**src/rtl/uniop_pkg.sv**
```systemverilog
`default_nettype none
// ============================================================================
//  Module   : uniop_pkg
//  Purpose  : Opcodes, FSM state encoding, ALU codes and the control-strobe
//             bundle shared by the unioperand control unit.
//  Revision : 1.0
// ============================================================================
package uniop_pkg;

  localparam logic [2:0] c_OPC_LDA = 3'b000;
  localparam logic [2:0] c_OPC_STA = 3'b001;
  localparam logic [2:0] c_OPC_ADD = 3'b010;
  localparam logic [2:0] c_OPC_SUB = 3'b011;
  localparam logic [2:0] c_OPC_JMP = 3'b100;
  localparam logic [2:0] c_OPC_JZ  = 3'b101;
  localparam logic [2:0] c_OPC_JN  = 3'b110;
  localparam logic [2:0] c_OPC_HLT = 3'b111;

  localparam logic [1:0] c_ALU_PASS = 2'b00;
  localparam logic [1:0] c_ALU_ADD  = 2'b01;
  localparam logic [1:0] c_ALU_SUB  = 2'b10;

  typedef enum logic [2:0] {
    S_IDLE   = 3'b000,
    S_FETCH  = 3'b001,
    S_DECODE = 3'b010,
    S_EXEC   = 3'b011,
    S_HALT   = 3'b100
  } state_t;

  typedef struct packed {
    logic       pc_load;
    logic       pc_inc;
    logic       addr_sel;
    logic       mem_rd;
    logic       mem_wr;
    logic       ir_load;
    logic       acc_load;
    logic [1:0] alu_op;
    logic       halted;
  } ctrl_t;

endpackage
`default_nettype wire

```
**src/rtl/uniop_decoder.sv**
```systemverilog
`default_nettype none
// ============================================================================
//  Module   : uniop_decoder
//  Purpose  : Combinational Moore/flag decode from state, opcode, flags and
//             memory handshake to the datapath strobe bundle.
//  Revision : 1.0
// ============================================================================
module uniop_decoder
  import uniop_pkg::*;
(
  input  state_t     i_state,
  input  logic [2:0] i_opcode,
  input  logic       i_mem_ready,
  input  logic       i_acc_zero,
  input  logic       i_acc_neg,
  output ctrl_t      o_ctrl
);

  always_comb begin
    o_ctrl = '0;
    case (i_state)
      S_FETCH: begin
        o_ctrl.mem_rd  = 1'b1;
        o_ctrl.ir_load = i_mem_ready;
        o_ctrl.pc_inc  = i_mem_ready;
      end
      S_EXEC: begin
        case (i_opcode)
          c_OPC_LDA: begin
            o_ctrl.addr_sel = 1'b1;
            o_ctrl.mem_rd   = 1'b1;
            o_ctrl.acc_load = i_mem_ready;
            o_ctrl.alu_op   = c_ALU_PASS;
          end
          c_OPC_ADD: begin
            o_ctrl.addr_sel = 1'b1;
            o_ctrl.mem_rd   = 1'b1;
            o_ctrl.acc_load = i_mem_ready;
            o_ctrl.alu_op   = c_ALU_ADD;
          end
          c_OPC_SUB: begin
            o_ctrl.addr_sel = 1'b1;
            o_ctrl.mem_rd   = 1'b1;
            o_ctrl.acc_load = i_mem_ready;
            o_ctrl.alu_op   = c_ALU_SUB;
          end
          c_OPC_STA: begin
            o_ctrl.addr_sel = 1'b1;
            o_ctrl.mem_wr   = 1'b1;
          end
          c_OPC_JMP: o_ctrl.pc_load = 1'b1;
          c_OPC_JZ:  o_ctrl.pc_load = i_acc_zero;
          c_OPC_JN:  o_ctrl.pc_load = i_acc_neg;
          default:   o_ctrl.pc_load = 1'b0;
        endcase
      end
      S_HALT:  o_ctrl.halted = 1'b1;
      default: o_ctrl = '0;
    endcase
  end

endmodule
`default_nettype wire

```
**src/rtl/uniop_control_unit.sv**
```systemverilog
`default_nettype none
// ============================================================================
//  Module   : uniop_control_unit
//  Purpose  : Instruction register, state register and next-state logic of
//             the accumulator processor sequencer; drives counter5b and strobes.
//  Revision : 1.0
// ============================================================================
module uniop_control_unit
  import uniop_pkg::*;
#(
  parameter int ADDR_W = 5,
  parameter int OPC_W  = 3
) (
  input  logic                    clk,
  input  logic                    rst,
  input  logic                    run,
  input  logic [OPC_W+ADDR_W-1:0] instr_in,
  input  logic                    mem_ready,
  input  logic                    acc_zero,
  input  logic                    acc_neg,
  output logic [ADDR_W-1:0]       pc_in,
  output logic                    pc_load,
  output logic                    pc_inc,
  output logic                    addr_sel,
  output logic                    mem_rd,
  output logic                    mem_wr,
  output logic                    ir_load,
  output logic                    acc_load,
  output logic [1:0]              alu_op,
  output logic                    halted
);

  localparam int IW = OPC_W + ADDR_W;

  state_t        r_state;
  state_t        w_state_nxt;
  logic [IW-1:0] r_ir;
  logic [2:0]    w_opc;
  ctrl_t         w_ctrl;

  assign w_opc = r_ir[IW-1 -: 3];

  uniop_decoder u_decoder (
    .i_state     (r_state),
    .i_opcode    (w_opc),
    .i_mem_ready (mem_ready),
    .i_acc_zero  (acc_zero),
    .i_acc_neg   (acc_neg),
    .o_ctrl      (w_ctrl)
  );

  // Jumps (opcode MSB set) finish EXEC in one cycle regardless of memory.
  always_comb begin
    w_state_nxt = r_state;
    case (r_state)
      S_IDLE:   if (run) w_state_nxt = S_FETCH;
      S_FETCH:  if (mem_ready) w_state_nxt = S_DECODE;
      S_DECODE: w_state_nxt = (w_opc == c_OPC_HLT) ? S_HALT : S_EXEC;
      S_EXEC:   if (w_opc[2] || mem_ready) w_state_nxt = S_FETCH;
      S_HALT:   w_state_nxt = S_HALT;
      default:  w_state_nxt = S_IDLE;
    endcase
  end

  always_ff @(posedge clk or negedge rst) begin
    if (!rst) begin
      r_state <= S_IDLE;
      r_ir    <= '0;
    end else begin
      r_state <= w_state_nxt;
      if (w_ctrl.ir_load) r_ir <= instr_in;
    end
  end

  assign pc_in    = r_ir[ADDR_W-1:0];
  assign pc_load  = w_ctrl.pc_load;
  assign pc_inc   = w_ctrl.pc_inc;
  assign addr_sel = w_ctrl.addr_sel;
  assign mem_rd   = w_ctrl.mem_rd;
  assign mem_wr   = w_ctrl.mem_wr;
  assign ir_load  = w_ctrl.ir_load;
  assign acc_load = w_ctrl.acc_load;
  assign alu_op   = w_ctrl.alu_op;
  assign halted   = w_ctrl.halted;

endmodule
`default_nettype wire

```
**config.mk**
```make
export PLATFORM = sky130hd
export DESIGN_NAME = uniop_control_unit
export DESIGN_NICKNAME = d
export VERILOG_FILES = /design/src/rtl/uniop_pkg.sv /design/src/rtl/uniop_decoder.sv /design/src/rtl/uniop_control_unit.sv
export SDC_FILE = /design/constraint.sdc
export NUM_CORES = 1
export LEC_CHECK = 0
export ABC_AREA = 1
export ABC_CLOCK_PERIOD_IN_PS = 1800
export CAP_MARGIN = 20
export CORE_ASPECT_RATIO = 0.9
export CORE_MARGIN = 2
export CORE_UTILIZATION = 25
export CTS_BUF_LIST = sky130_fd_sc_hd__clkbuf_4 sky130_fd_sc_hd__clkbuf_8 sky130_fd_sc_hd__clkbuf_16
export DETAILED_ROUTE_END_ITERATION = 8
export PLACE_DENSITY = 0.52
export SLEW_MARGIN = 20
export SYNTH_ARGS = -nofsm -noshare
export SYNTH_HDL_FRONTEND = slang
export SYNTH_SLANG_ARGS = --single-unit
```
**constraint.sdc**
```tcl
create_clock -name clk -period 1.8 [get_ports clk]
set_input_delay 0.45 -clock clk [delete_from_list [all_inputs] [get_ports clk]]
set_output_delay 0.45 -clock clk [all_outputs]
set_load 0.02 [all_outputs]
```
After elaboration in Yosys (flattened, before gate mapping)
Cells that the tools add are included.
{"block": "word_totals", "reg_bits": 11, "inputBits": 14, "out_inout_bits": 15, "elab_cells": 39}
{"block": "classes", "n_eq_ne": 14, "muxes": 17, "n_reduce_logical": 6}
{"op": "$eq 3x3->1 const B", "count": 5}
{"op": "$mux 3", "count": 5}
{"op": "$pmux 3 s5", "count": 1}
{"op": "$eq 3x2->1 const B", "count": 4}
{"op": "$pmux 3 s3", "count": 1}
{"op": "$mux 1", "count": 8}
{"op": "$eq 3x1->1 const B", "count": 2}
{"op": "$logic_not 3->1", "count": 2}
{"op": "$ne 2x2->1 const B", "count": 3}
{"op": "$reduce_or 4->1", "count": 1}
{"op": "$pmux 1 s3", "count": 1}
{"op": "$reduce_and 3->1", "count": 1}
{"op": "$reduce_or 3->1", "count": 1}
{"op": "$pmux 1 s2", "count": 1}
{"op": "$logic_or 1x1->1", "count": 1}

Logic depth before layout (Yosys ltp)
{"block": "depth", "word_depth": 4, "ltp_mapped": 7, "depth_no_buf": 6}

Modules after synthesis
From an unflattened synthesis, not the netlist that was laid out.
{"block": "unflattened", "hier_cells": 84, "hier_area_um2": 674.4}
{"mod": "uniop_control_unit", "n_inst": 1, "cells_per_inst": 56, "area_per_inst_um2": 541.8, "seq_area_each_um2": 275.3}
{"mod": "uniop_decoder", "n_inst": 1, "cells_per_inst": 28, "area_per_inst_um2": 132.6, "seq_area_each_um2": 0.0}

Worst setup path after synthesis
Ideal clock, no wire load.
{"block": "synth_path", "path_kind": "reg2out", "startpoint": "register r_state[2]", "endpoint": "output alu_op[1]", "t_arrival_ps": 1311, "path_slack_ps": 39, "stages_incl_launch_ff": 6, "n_path_buf": 0, "path_cell_list": "dfrtp_1 inv_1 nand3_1 nor2_2 inv_1 nor2_1"}
{"block": "synth_via", "elab_chain_len": 2}
{"element": "from (decl)", "line_no": "uniop_control_unit.sv:35", "source": "state_t r_state;"}
{"element": "from (signal assigned)", "line_no": "uniop_control_unit.sv:70", "source": "r_state <= w_state_nxt;"}
{"element": "$eq 3x2->1", "line_no": "uniop_decoder.sv:21", "source": "case (i_state)"}
{"element": "$mux 3", "line_no": "uniop_decoder.sv:21"}
{"element": "to (decl)", "line_no": "uniop_control_unit.sv:29", "source": "output logic [1:0] alu_op,"}
Every way passes these cells.

Worst setup path after layout
{"block": "layout_path", "startpoint": "input acc_neg", "endpoint": "output pc_load"}
{"block": "layout_via", "elab_chain_len": 2}
{"element": "from (decl)", "line_no": "uniop_control_unit.sv:20", "source": "input logic acc_neg,"}
{"element": "$pmux 1 s3", "line_no": "uniop_decoder.sv:28", "source": "case (i_opcode)"}
{"element": "$mux 1", "line_no": "uniop_decoder.sv:21"}
{"element": "to (decl)", "line_no": "uniop_control_unit.sv:22", "source": "output logic pc_load,"}
Every way passes these cells.

==> results.ini <==
[sta]
hold_viol_final=0
fmax_mhz=562.0
setup_viol=0
worstMarginPinSlew_ns=0.5159
final.setup_skew_ns=0.002688
max_slew_margin_pct=65.50
rsz0062_at_grt=true
fin_crit_ns=1.779
maxSlewViolCount=0
worst_slack_ns=0.02054
fin_crit_sh_pct=98.86
tns_ns=0

[routing]
postRouteAntennaNets=0
wl_per_cell_um=10.19
met3_length_um=163
viasPerCell=4.206
top_layer=met3
routed_wl_um=1630
num_vias=673
drc=0
wl_met2_um=684
drt-met1-wl_um=783
drt-initial-drc-count=12
dr.pass1.iters=4

[global_route]
antenna_found_initial=0
grt_first_pass_wirelength_um=2704
grt_pass1_vias=629
overflow=0
grt_max_degree=12
grtUsageTotal_pct=11.89

[logic_synthesis]
syn_avg_cell_area_sq_um=7.550
ys_seq_area_share_pct=41.43
syn_nets=102
syn_area_sq_um=664.4
yosys_warnings=0
ys_types=20
synth_cells=88
ys_ff_latch=11

[floorplan]
die-area_sq_um=3086
die_h_um=52.91
num_rows=17
core_sq_um=2489
start_util_pct=26.70
die_x_um=58.34
ioPinCount=29

[setup_path]
cp_slowest_stage_delay_ns=0.46
endpoint_kind=output port
cp_data_required_time_ns=1.35
start_kind=primary input
worstSetupPathType=primary input to output port
worst-endpoint-arrival_ns=1.33
crit_slowest_cell=clkdlybuf4s50_1
cp_cell_sequence=clkdlybuf4s50_1 -> o22ai_1 -> nor3_1 -> buf_2
path_max_fanout=1

[cells_and_area]
seqCellArea_sq_um=275.3
fillers=262
stdcell_count=160
area_growth_pct=63.28
layout-drive-gt1-share_pct=36.36
diodes=0
final_design_area_no_fill_sq_um=1085
fin_nets=147
multi_input_area_sq_um=302.8

[pwr]
p_leak_nw=0.5492
cellPowerDensity_nw_per_um2=1634
ir_drop_uv=816.7

[cts]
clock_latency_ns=0.26
cts_buffers=3
clock-root-buffer=clkbuf_4
htree_levels=1
clockBufferDepth=2
cts.sink_count=11
path_clk_slew_ns=0.07
cts_tree=built

[place]
dpl.hpwl_um=1268
dp.cells=152
dpl-instance-area_sq_um=1036
gp_congestion=0.7310
port_buffers=28
post-place-ws_ns=-0.4876

[run_status]
status=finished, final reports clean

[min_path]
min_path_type=register to register

[run]
maxCapViolations=0

## repair_timing
| action | in CTS | in global routing |
|---|---|---|
| pin swaps | 0 | 4 |
| setup endpoints to repair | 10 | 7 |
| setup buffers | 0 | 4 |
| gates cloned | 0 | 0 |
| gates resized for setup | 47 | 12 |
| hold buffers | 0 | 0 |
| hold endpoints to repair | 0 | 0 |
## synthesized netlist by cell type
library cell | instances | area [sq um]
nand2_1 | 30 | 112.6
o21ai_0 | 2 | 10.01
dfrtp_1 | 11 | 275.3
nor2_2 | 1 | 6.260
nand4_1 | 1 | 6.260
a21oi_1 | 1 | 5.000
nand3_1 | 4 | 20.02
nand3_4 | 1 | 17.52
nand2_2 | 1 | 6.260
o21bai_1 | 1 | 7.510
o21ai_2 | 3 | 26.28
nor2_4 | 1 | 11.26
nor3_1 | 2 | 10.01
nor2_1 | 9 | 33.78
inv_1 | 8 | 30.03
buf_4 | 6 | 45.04
nor3_2 | 1 | 10.01
buf_6 | 1 | 11.26
o22ai_1 | 2 | 12.51
inv_2 | 2 | 7.510
## final timing paths
path,start,endpoint,slack [ns],cells after the start
setup / recovery,acc_neg,pc_load,0.02,4
hold / removal,r_ir[4]$_DFFE_PN0P_,r_ir[4]$_DFFE_PN0P_,0.48,2
setup reg to reg,r_state[0]$_DFFE_PN0P_,r_state[1]$_DFFE_PN0P_,0.33,9
hold reg to reg,r_ir[4]$_DFFE_PN0P_,r_ir[4]$_DFFE_PN0P_,0.48,2
max in group asynchronous,rst,r_state[1]$_DFFE_PN0P_,0.93,1
min in group asynchronous,rst,r_state[0]$_DFFE_PN0P_,0.53,1
## final cells by class
cell class              instances  share of cell area [%]
repair buffers                 47                   36.79
flip-flops and latches         11                   25.37
multi-input cells              60                   27.91
inverters                      10                   3.922
clock buffers                   4                   2.768
well taps                      28                   3.230
## layout by cell type (no fill, tap or decap), drive strengths merged
| cell | count |
|---|---|
| dlygate4sd2 | 1 |
| o21ai | 5 |
| o22ai | 2 |
| clkdlybuf4s50 | 17 |
| o21bai | 1 |
| buf | 28 |
| nor3 | 3 |
| nand2 | 31 |
| dfrtp | 11 |
| nand4 | 1 |
| inv | 10 |
| clkbuf | 5 |
| a21oi | 1 |
| nand3 | 5 |
| nor2 | 11 |
## flip-flops by register name (all words and copies together) (netlist names)
signal	cells
r_ir	8
r_state	3
## cells by family after synthesis
group	count (synthesis)	synth area share, %
DFF	11	41.43
and+or+nand+nor	51	35.22
AOI/OAI and AO/OA	9	9.228
buffers and inverters	17	14.12
## critical path: cells and delay by family
family	cells	cell delay, ns
AOI/OAI and AO/OA	1	0.08
buffers and inverters	2	0.65
and+or+nand+nor	1	0.14
## stage by stage
stage / utilization [%] / total power [W] / hold WS, ns
after floorplan: - / 0.001104 / 0.1544
after global placement: 41.63 / 0.001520 / 0.4617
after detailed placement: 41.63 / 0.001530 / 0.4692
after CTS: 41.93 / 0.001695 / 0.4894
after global routing: 43.59 / 0.001936 / 0.5215
final: 43.59 / 0.001773 / 0.4835
## power breakdown
part | leakage, nW | total, W | switching [W] | internal, W
registers | 0.137 | 0.000448 | 0.0000891 | 0.000359
clock network | 0.0184 | 0.000175 | 0.0000741 | 0.000101
logic | 0.394 | 0.00115 | 0.000594 | 0.000556
total | 0.549 | 0.00177 | 0.000758 | 0.00102
## per-layer routing
layer	GRT usage, %	up-vias
met3	3.667	0
met2	17.98	28
met4	5.814	0
li1	-	359
met5	0	-
met1	15.29	286
No activity file was read; power rests on OpenSTA's default activity.
